## src/rtl/sram_arb_pkg.sv

```systemverilog
// Shared types and constants for the SRAM / memory-mapped IO bus arbiter.
package sram_arb_pkg;

  typedef enum logic [1:0] {
    IDLE,
    SETUP,
    ACCESS,
    HOLD
  } state_e;

  // Strobe encodings, bit order {ce_n, oe_n, we_n, lb_n, ub_n}
  localparam logic [4:0] CTRL_IDLE  = 5'b11111;
  localparam logic [4:0] CTRL_SETUP = 5'b01100;
  localparam logic [4:0] CTRL_READ  = 5'b00100;
  localparam logic [4:0] CTRL_WRITE = 5'b01000;

  // Port indices as carried by the grant / last_grant flops
  localparam logic PORT0 = 1'b0;
  localparam logic PORT1 = 1'b1;

  // Wait counter width, enough for the 1..15 wait-state range
  localparam int unsigned CNT_W = 4;

  // Active strobe pattern for the ACCESS phase of a read or a write
  function automatic logic [4:0] access_ctrl(input logic we);
    return we ? CTRL_WRITE : CTRL_READ;
  endfunction

endpackage

```

## src/rtl/sram_arb_pick.sv

```systemverilog
// Combinational winner selection between the two requesters.
// SRAM_ARB_ROUND_ROBIN_EN defined : contention goes to the port that was not granted last.
// SRAM_ARB_ROUND_ROBIN_EN undefined: fixed priority, port 0 always wins.
module sram_arb_pick
  import sram_arb_pkg::*;
(
  input  logic req0,
  input  logic req1,
  input  logic last_grant,
  output logic valid,
  output logic grant
);

`ifndef SRAM_ARB_ROUND_ROBIN_EN
  // Fixed priority ignores the grant history
  logic unused_last_grant;
  assign unused_last_grant = last_grant;
`endif

  // Pick the winning port among the active requests
  always_comb begin
    valid = req0 | req1;
`ifdef SRAM_ARB_ROUND_ROBIN_EN
    if (req0 && req1) begin
      grant = ~last_grant;
    end else begin
      grant = req1 ? PORT1 : PORT0;
    end
`else
    grant = req0 ? PORT0 : (req1 ? PORT1 : PORT0);
`endif
  end

endmodule

```

## src/rtl/sram_arbiter.sv

```systemverilog
// Two-port arbiter and SETUP/ACCESS/HOLD access sequencer for the external
// SRAM / memory-mapped IO bus. Arbitration policy selected by the macro
// SRAM_ARB_ROUND_ROBIN_EN inside sram_arb_pick (default: fixed priority).
module sram_arbiter
  import sram_arb_pkg::*;
#(
  parameter int unsigned WAIT_CYCLES = 2,
  parameter int unsigned ADDR_W      = 18,
  parameter int unsigned DATA_W      = 16
) (
  input  logic              clk,
  input  logic              reset,
  input  logic              req0,
  input  logic              we0,
  input  logic [ADDR_W-1:0] addr0,
  input  logic [DATA_W-1:0] wdata0,
  output logic              ack0,
  input  logic              req1,
  input  logic              we1,
  input  logic [ADDR_W-1:0] addr1,
  input  logic [DATA_W-1:0] wdata1,
  output logic              ack1,
  output logic [DATA_W-1:0] rdata,
  output logic              busy,
  output logic [ADDR_W-1:0] sram_addr,
  output logic [4:0]        sram_control,
  output logic [DATA_W-1:0] sram_dout,
  output logic              sram_doe,
  input  logic [DATA_W-1:0] sram_din
);

  localparam logic [CNT_W-1:0] CNT_LOAD = CNT_W'(WAIT_CYCLES - 1);

  state_e            state_q, state_d;
  logic [CNT_W-1:0]  cnt_q, cnt_d;
  logic              we_q, we_d;
  logic              grant_q, grant_d;
  logic              last_grant_q, last_grant_d;
  logic [4:0]        ctrl_q, ctrl_d;
  logic [ADDR_W-1:0] addr_q, addr_d;
  logic [DATA_W-1:0] dout_q, dout_d;
  logic              doe_q, doe_d;
  logic              ack0_q, ack0_d;
  logic              ack1_q, ack1_d;
  logic [DATA_W-1:0] rdata_q, rdata_d;

  logic pick_valid;
  logic pick_grant;

  sram_arb_pick u_pick (
    .req0       (req0),
    .req1       (req1),
    .last_grant (last_grant_q),
    .valid      (pick_valid),
    .grant      (pick_grant)
  );

  // Next-state and next-output logic; every bus output is computed one
  // state ahead so the registered value lines up with the state it belongs to.
  // The latched address and write data live directly in the bus output flops.
  always_comb begin
    state_d      = state_q;
    cnt_d        = cnt_q;
    we_d         = we_q;
    grant_d      = grant_q;
    last_grant_d = last_grant_q;
    ctrl_d       = ctrl_q;
    addr_d       = addr_q;
    dout_d       = dout_q;
    doe_d        = doe_q;
    ack0_d       = 1'b0;
    ack1_d       = 1'b0;
    rdata_d      = rdata_q;

    case (state_q)
      IDLE: begin
        if (pick_valid) begin
          grant_d = pick_grant;
          we_d    = (pick_grant == PORT1) ? we1    : we0;
          addr_d  = (pick_grant == PORT1) ? addr1  : addr0;
          dout_d  = (pick_grant == PORT1) ? wdata1 : wdata0;
          doe_d   = we_d;
          ctrl_d  = CTRL_SETUP;
          state_d = SETUP;
        end
      end
      SETUP: begin
        cnt_d   = CNT_LOAD;
        ctrl_d  = access_ctrl(we_q);
        state_d = ACCESS;
      end
      ACCESS: begin
        if (cnt_q == '0) begin
          ctrl_d       = CTRL_IDLE;
          doe_d        = 1'b0;
          ack0_d       = (grant_q == PORT0);
          ack1_d       = (grant_q == PORT1);
          last_grant_d = grant_q;
          if (!we_q) begin
            rdata_d = sram_din;
          end
          state_d = HOLD;
        end else begin
          cnt_d = cnt_q - 1'b1;
        end
      end
      HOLD: begin
        state_d = IDLE;
      end
      default: begin
        ctrl_d  = CTRL_IDLE;
        doe_d   = 1'b0;
        state_d = IDLE;
      end
    endcase
  end

  // State and registered outputs, asynchronously cleared
  always_ff @(posedge clk or negedge reset) begin
    if (!reset) begin
      state_q      <= IDLE;
      cnt_q        <= '0;
      we_q         <= 1'b0;
      grant_q      <= PORT0;
      last_grant_q <= PORT1;
      ctrl_q       <= CTRL_IDLE;
      addr_q       <= '0;
      dout_q       <= '0;
      doe_q        <= 1'b0;
      ack0_q       <= 1'b0;
      ack1_q       <= 1'b0;
      rdata_q      <= '0;
    end else begin
      state_q      <= state_d;
      cnt_q        <= cnt_d;
      we_q         <= we_d;
      grant_q      <= grant_d;
      last_grant_q <= last_grant_d;
      ctrl_q       <= ctrl_d;
      addr_q       <= addr_d;
      dout_q       <= dout_d;
      doe_q        <= doe_d;
      ack0_q       <= ack0_d;
      ack1_q       <= ack1_d;
      rdata_q      <= rdata_d;
    end
  end

  assign ack0         = ack0_q;
  assign ack1         = ack1_q;
  assign rdata        = rdata_q;
  assign busy         = (state_q != IDLE);
  assign sram_addr    = addr_q;
  assign sram_control = ctrl_q;
  assign sram_dout    = dout_q;
  assign sram_doe     = doe_q;

endmodule

```

## config.mk

```make
export PLATFORM = sky130hd
export DESIGN_NAME = sram_arbiter
export DESIGN_NICKNAME = d
export VERILOG_FILES = /design/src/rtl/sram_arb_pkg.sv /design/src/rtl/sram_arb_pick.sv /design/src/rtl/sram_arbiter.sv
export SDC_FILE = /design/constraint.sdc
export NUM_CORES = 1
export LEC_CHECK = 0
export ABC_AREA = 1
export BUFFER_PORTS_ARGS = -buffer_cell sky130_fd_sc_hd__buf_2
export CAP_MARGIN = 20
export CELL_PAD_IN_SITES_DETAIL_PLACEMENT = 1
export CELL_PAD_IN_SITES_GLOBAL_PLACEMENT = 1
export CORE_UTILIZATION = 34
export DETAILED_ROUTE_END_ITERATION = 10
export GPL_TIMING_DRIVEN = 0
export PLACE_DENSITY = 0.85
export SLEW_MARGIN = 20
export SYNTH_ARGS = -nofsm -noshare
export SYNTH_HDL_FRONTEND = slang
export SYNTH_SLANG_ARGS = --single-unit
```

## constraint.sdc

```tcl
create_clock -name clk -period 2.2 [get_ports clk]
set_clock_uncertainty 0.1 [all_clocks]
set_input_delay 0.22 -clock clk [delete_from_list [all_inputs] [get_ports clk]]
set_output_delay 0.22 -clock clk [all_outputs]
set_load 0.05 [all_outputs]
```

==> impl_metrics.json, run 1 <==
{
  "rsz0062_at_grt": "no",
  "die_w_um": 97.80,
  "ys_types": 24,
  "clock_latency_ns": 0.32,
  "worstReg2RegEnd": "sram_addr[17]$_DFFE_PN0P_",
  "multi_input_area_um2": 1329,
  "io_pins": 149,
  "track_usage_pct": 20.30,
  "reg2regPathDepth": 8,
  "synth_seq_cells": 64,
  "power_leakage_nw": 2.608,
  "violations": "DRC",
  "max-vdd-ir-drop_mv": 0.7224,
  "crit_arrival_ns": 1.94,
  "drive_above_1_share_pct": 32.09,
  "fin_crit_ns": 1.780,
  "report.final.slew_viol_count": 0,
  "timing.rr.start": "state_q[0]$_DFFE_PN0P_",
  "total_power_mw": 7.091,
  "finalSetupTns_ns": 0,
  "wl_per_cell_um": 12.88,
  "gp_congestion": 0.7518,
  "fill_cells": 1164,
  "critPathRequiredTime_ns": 2.36,
  "numCtsBuffers": 9,
  "cts_tree": "done",
  "start_kind": "register",
  "clockBufferDepth": 2,
  "ys_warn_count": 0,
  "max_cap_violations": 0,
  "rrSetupSlack_ns": 0.42,
  "syn2layout_area_growth_pct": 36.77,
  "worst_setup_path_end_kind": "register",
  "whs_path_depth": 3,
  "diodes": 0,
  "yosysSeqAreaShare_pct": 51.44,
  "crit_type": "reg -> reg",
  "syn_area_um2": 3120,
  "first_iter_violations": 102,
  "post_cts_resized": 0,
  "dr.pass1.iters": 7,
  "critPathMaxFanout": 10,
  "syn_inst": 420,
  "grt.overflow.total": 0,
  "nets": 683,
  "hold_end": "rdata[0]$_DFFE_PN0P_",
  "dpl.hpwl_um": 6947,
  "cts-root-buf": "clkbuf_8",
  "ant_nets": 0,
  "setup_viol": 0,
  "outcome": "complete, but fails checks",
  "dieArea_um2": 9565,
  "die_h_um": 97.80,
  "ff_latch_area_um2": 1605,
  "core-area_um2": 8806,
  "antenna_found_initial": 0,
  "min_period_over_period_pct": 80.93,
  "dr_total_vias": 3152,
  "hold_class": "in -> reg",
  "relSlewSlack_pct": 68.70,
  "path_clk_slew_ns": 0.06,
  "hold_viol": 0,
  "cts_setup_buffers": 0,
  "avgViaCountPerCell": 4.503,
  "hp-start": "sram_din[0]",
  "grt_pass1_vias": 3308,
  "wl_um": 9016,
  "worstMarginPinSlew_ns": 0.4695,
  "maxClockFrequency_ghz": 0.5616,
  "port_buffers": 148,
  "p_per_area_nw_per_um2": 1661,
  "htreeDepth": 3,
  "synth_nets": 516,
  "grt_pass1_wl_um": 15630,
  "post_synth.cell_area_avg_um2": 7.430,
  "clock-sinks": 64,
  "rows": 34,
  "grt_max_degree": 49,
  "route.detailed.drc": 20,
  "start_util_pct": 35.44
}
registers in the layout, summed over array words and instances (netlist names):
| name | flops |
|---|---|
| rdata | 16 |
| sram_dout | 16 |
| ack0 | 1 |
| grant_q | 1 |
| cnt_q | 4 |
| sram_doe | 1 |
| state_q | 2 |
| sram_control | 3 |
| ack1 | 1 |
| we_q | 1 |
| sram_addr | 18 |
cell usage after synthesis:
library cell / count / share of area [%]
o21ai_1: 6 / 0.96
nand3_4: 1 / 0.56
buf_4: 5 / 1.2
xor2_1: 1 / 0.28
ha_1: 6 / 2.4
nand2_1: 282 / 34
inv_2: 6 / 0.72
nor2_1: 4 / 0.48
buf_1: 2 / 0.24
clkbuf_1: 3 / 0.36
nand3_1: 8 / 1.3
buf_2: 6 / 0.96
nand3_2: 1 / 0.32
inv_1: 13 / 1.6
buf_6: 2 / 0.72
nand4_1: 4 / 0.80
a21oi_2: 1 / 0.28
o211ai_1: 1 / 0.24
nand2_2: 1 / 0.20
inv_4: 1 / 0.20
nor2_2: 1 / 0.20
dfrtp_1: 61 / 49
dfstp_2: 3 / 2.5
nor2_8: 1 / 0.64
report_power, final:
group	switching [mW]	internal [mW]	total, mW
clock	0.422	0.472	0.893
sequential	0.314	1.76	2.07
combinational	3.13	0.997	4.12
total	3.86	3.23	7.09
worst max-delay path: stages, from the launching register on:
cell,delay (ns)
dfrtp_1,0.41
inv_1,0.11
ha_1,0.27
inv_2,0.09
a21oi_2,0.05
inv_2,0.11
clkbuf_1,0.39
nand2_1,0.11
nand2_1,0.09
per-stage QoR:
| stage | setup slack (ns) | hold slack, ns | instances | util, % | area, µm² |
|---|---|---|---|---|---|
| finish | 0.4195 | 0.01257 | 700 | 48.47 | 4268 |
| global route | 0.2297 | 0.02138 | 700 | 48.47 | 4268 |
| CTS | 0.3700 | 0.001759 | 700 | 48.47 | 4268 |
| detailed placement | 0.3997 | 0.01072 | 677 | 45.72 | 4026 |
| global placement | 0.4827 | 0.3119 | 676 | 45.38 | 3996 |
| floorplan | 0.5725 | -0.1756 | 420 | - | 3120 |
routing by layer:
metal  vias up  routed length [µm]  track usage (%)
li1       1592                   -                -
met1      1433                3948            24.98
met2       118                4317            35.30
met3         9                 639            4.581
met4         0                 111            6.643
met5         -                   0                0
area by class of cell:
cell class | count | area share [%]
Clock inverter | 1 | 0.1173
Timing Repair Buffer | 156 | 19.70
Inverter | 20 | 1.818
Tap cell | 108 | 3.166
Buffer | 18 | 2.551
Multi-Input combinational cell | 318 | 31.13
Sequential cell | 64 | 37.61
Clock buffer | 15 | 3.899
logic make-up (layout without fill, tap and decap cells):
group           after synthesis  in the layout  synth area share [%]
simple gates                303            303                 38.41
flops                        64             64                 51.44
buf+inv                      38            210                 5.975
compound gates                8              8                 1.484
fa+ha+maj                     6              6                 2.406
xor+xnor                      1              1                0.2807
how the worst max path moves through the flow:
stage	from	to	slack, ns
finish	state_q[0]$_DFFE_PN0P_	sram_addr[17]$_DFFE_PN0P_	0.42
global route	state_q[0]$_DFFE_PN0P_	sram_addr[3]$_DFFE_PN0P_	0.23
CTS	state_q[0]$_DFFE_PN0P_	sram_dout[8]$_DFFE_PN0P_	0.37
detailed placement	state_q[0]$_DFFE_PN0P_	rdata[7]$_DFFE_PN0P_	0.40
global placement	state_q[0]$_DFFE_PN0P_	sram_addr[4]$_DFFE_PN0P_	0.48
floorplan	state_q[0]$_DFFE_PN0P_	sram_addr[0]$_DFFE_PN0P_	0.57
placed cells by master (no fill, tap or decap):
master,instances
xor2_1,1
clkbuf_1,7
nor2_8,1
buf_6,2
ha_1,6
nand2_2,1
dlygate4sd3_1,7
nand4_1,4
nand3_4,1
o211ai_1,1
a21oi_2,1
buf_16,1
nand3_2,1
clkinv_2,1
nor2_2,1
buf_4,6
inv_2,6
clkbuf_8,11
buf_1,2
dfrtp_1,61
nand3_1,8
inv_4,1
nor2_1,4
buf_2,153
nand2_1,282
o21ai_1,6
inv_1,13
dfstp_2,3
timing repair:
item | CTS | global route
endpoints found under the hold margin | 67 | 0
endpoints found under the setup margin | 0 | 0
hold buffers | 7 | 0
Note: power is estimated with default switching activity, not from simulation.
==> run 2, diff against run 1 <==
- CORE_UTILIZATION: 34 -> 29
- PLACE_DENSITY: 0.85 -> 0.77
- clock period: 2.2 -> 1.6 ns (I/O delays scaled with it)
==> run 2 against run 1 <==
  * The run now ends clean
  * Sequential share of layout area shrank 3.9 points
  * Core utilization shrank 2.6 points
  * Count of clock-buffer cells in the layout shrank 3
  * Sequential cell count unchanged
  * Critical endpoint is now rdata[1]$_DFFE_PN0P_
==> impl_metrics.json, run 2 (same netlist as run 1, synthesis figures left out) <==
{
  "outcome": "completed",
  "ant_nets": 0,
  "stdcell_area_um2": 4758,
  "wl_per_cell_um": 13.77,
  "hold_viol": 0,
  "fin_crit_ns": 1.547,
  "io_pins": 149,
  "path_clk_slew_ns": 0.08,
  "start_util_pct": 30.09,
  "first_iter_violations": 158,
  "grt.overflow.total": 0,
  "critPathRequiredTime_ns": 1.74,
  "route.detailed.drc": 0,
  "p_per_area_nw_per_um2": 2250,
  "crit_arrival_ns": 1.68,
  "numCtsBuffers": 9,
  "rows": 37,
  "min_period_over_period_pct": 96.66,
  "place_area_um2": 4060,
  "nets": 715,
  "htreeDepth": 3,
  "fin_util_pct": 45.89,
  "fill_cells": 1338,
  "cts-root-buf": "clkbuf_8",
  "worst_setup_path_end_kind": "register",
  "port_buffers": 148,
  "clockBufferDepth": 2,
  "power_leakage_nw": 2.796,
  "layout_common_cells": "nand2_1, buf_2, dfrtp_1",
  "grt_pass1_wl_um": 16410,
  "hold_class": "in -> reg",
  "ff_latch_area_um2": 1607,
  "dieArea_um2": 11180,
  "seqPwrFrac_pct": 26.7,
  "antenna_found_initial": 0,
  "maxClockFrequency_ghz": 0.6466,
  "relSlewSlack_pct": 72.00,
  "total_power_mw": 10.70,
  "drive_above_1_share_pct": 34.62,
  "diodes": 0,
  "worstMarginPinSlew_ns": 0.4200,
  "layout_commonest_cell": "nand2_1",
  "start_kind": "register",
  "avgViaCountPerCell": 4.416,
  "netSwitchingFraction_pct": 52.00,
  "fin_ws_ns": 0.05342,
  "dpl.hpwl_um": 7255,
  "gp_congestion": 0.7390,
  "max-vdd-ir-drop_mv": 0.9302,
  "dpl_worst_slack_ns": -0.2435,
  "track_usage_pct": 18.70,
  "setup_viol": 0,
  "clock-sinks": 64,
  "cts_tree": "done",
  "largest_register_ffs": 18,
  "combPwrFrac_pct": 58.2,
  "grt_pass1_vias": 3403,
  "die_w_um": 105.7,
  "dr_total_vias": 3356,
  "multi_input_area_um2": 1376,
  "die_h_um": 105.7,
  "clkPwrFrac_pct": 15.1,
  "grt_max_degree": 39,
  "p_sw_mw": 5.567,
  "report.final.slew_viol_count": 0,
  "critPathMaxFanout": 10,
  "crit_type": "reg -> reg",
  "max_cap_violations": 0,
  "holdWs_ns": 0.007258,
  "core-area_um2": 10370,
  "dr.pass1.iters": 4,
  "clock_latency_ns": 0.34,
  "wl_um": 10470,
  "cell_internal_pwr_mw": 5.138,
  "syn2layout_area_growth_pct": 52.49
}
run 2: critical path, stage by stage (launching register included):
cell and delay [ns]:
dfrtp_1 0.38, inv_1 0.15, ha_4 0.20, nand3_4 0.12
nor2_8 0.17, inv_4 0.07, buf_6 0.14, nand2_1 0.06
nand2_1 0.05
run 2: what timing repair did:
item                                   in CTS  in global routing
pin swaps                                   0                  4
endpoints found under the hold margin      87                  0
cloned                                      0                  1
setup endpoints to repair                  55                 43
hold buffers                               28                  0
resized for setup                          17                 16
buffers inserted                            3                  8
run 2: cell type report:
type / instances / area share [%]
Clock buffer: 12 / 3.261
Sequential cell: 64 / 33.76
Tap cell: 136 / 3.576
Clock inverter: 4 / 1.604
Buffer: 17 / 3.182
Timing Repair Buffer: 189 / 23.90
Inverter: 20 / 1.788
Multi-Input combinational cell: 318 / 28.92
run 2: per-layer routing:
metal	vias up	GRT usage [%]	wire [µm]
met2	80	33.57	5452
met4	0	8.333	282
met5	-	0	0
met1	1595	21.90	4342
met3	22	2.845	390
li1	1659	-	-
run 2: stage by stage:
| stage | TNS (ns) | cells |
|---|---|---|
| after floorplan | 0 | 420 |
| after global placement | -5.086 | 704 |
| after detailed placement | -7.813 | 705 |
| after CTS | 0 | 752 |
| after global routing | -0.2194 | 760 |
| final | 0 | 760 |
run 2: power by group through the flow:
stage | clock, mW | combinational, mW | sequential (mW)
2_1_floorplan | 0 | 1.92 | 5.18
3_3_place_gp | 0 | 5.57 | 2.83
3_5_place_dp | 0 | 5.72 | 2.88
4_1_cts | 1.66 | 6.03 | 2.85
5_1_grt | 1.73 | 6.68 | 2.97
6_report | 1.61 | 6.23 | 2.86
run 2: final timing paths:
path	startpoint	to	slack, ns	cells past startpoint
setup reg to reg	cnt_q[1]$_DFFE_PN0P_	rdata[1]$_DFFE_PN0P_	0.05	8
min in group asynchronous	reset	sram_addr[3]$_DFFE_PN0P_	0.16	2
setup / recovery	cnt_q[1]$_DFFE_PN0P_	rdata[1]$_DFFE_PN0P_	0.05	8
max in group asynchronous	reset	sram_control[3]$_DFFE_PN1P_	0.65	3
hold / removal	addr0[0]	sram_addr[0]$_DFFE_PN0P_	0.007	5
hold reg to reg	grant_q$_DFFE_PN0P_	ack0$_DFF_PN0_	0.34	1
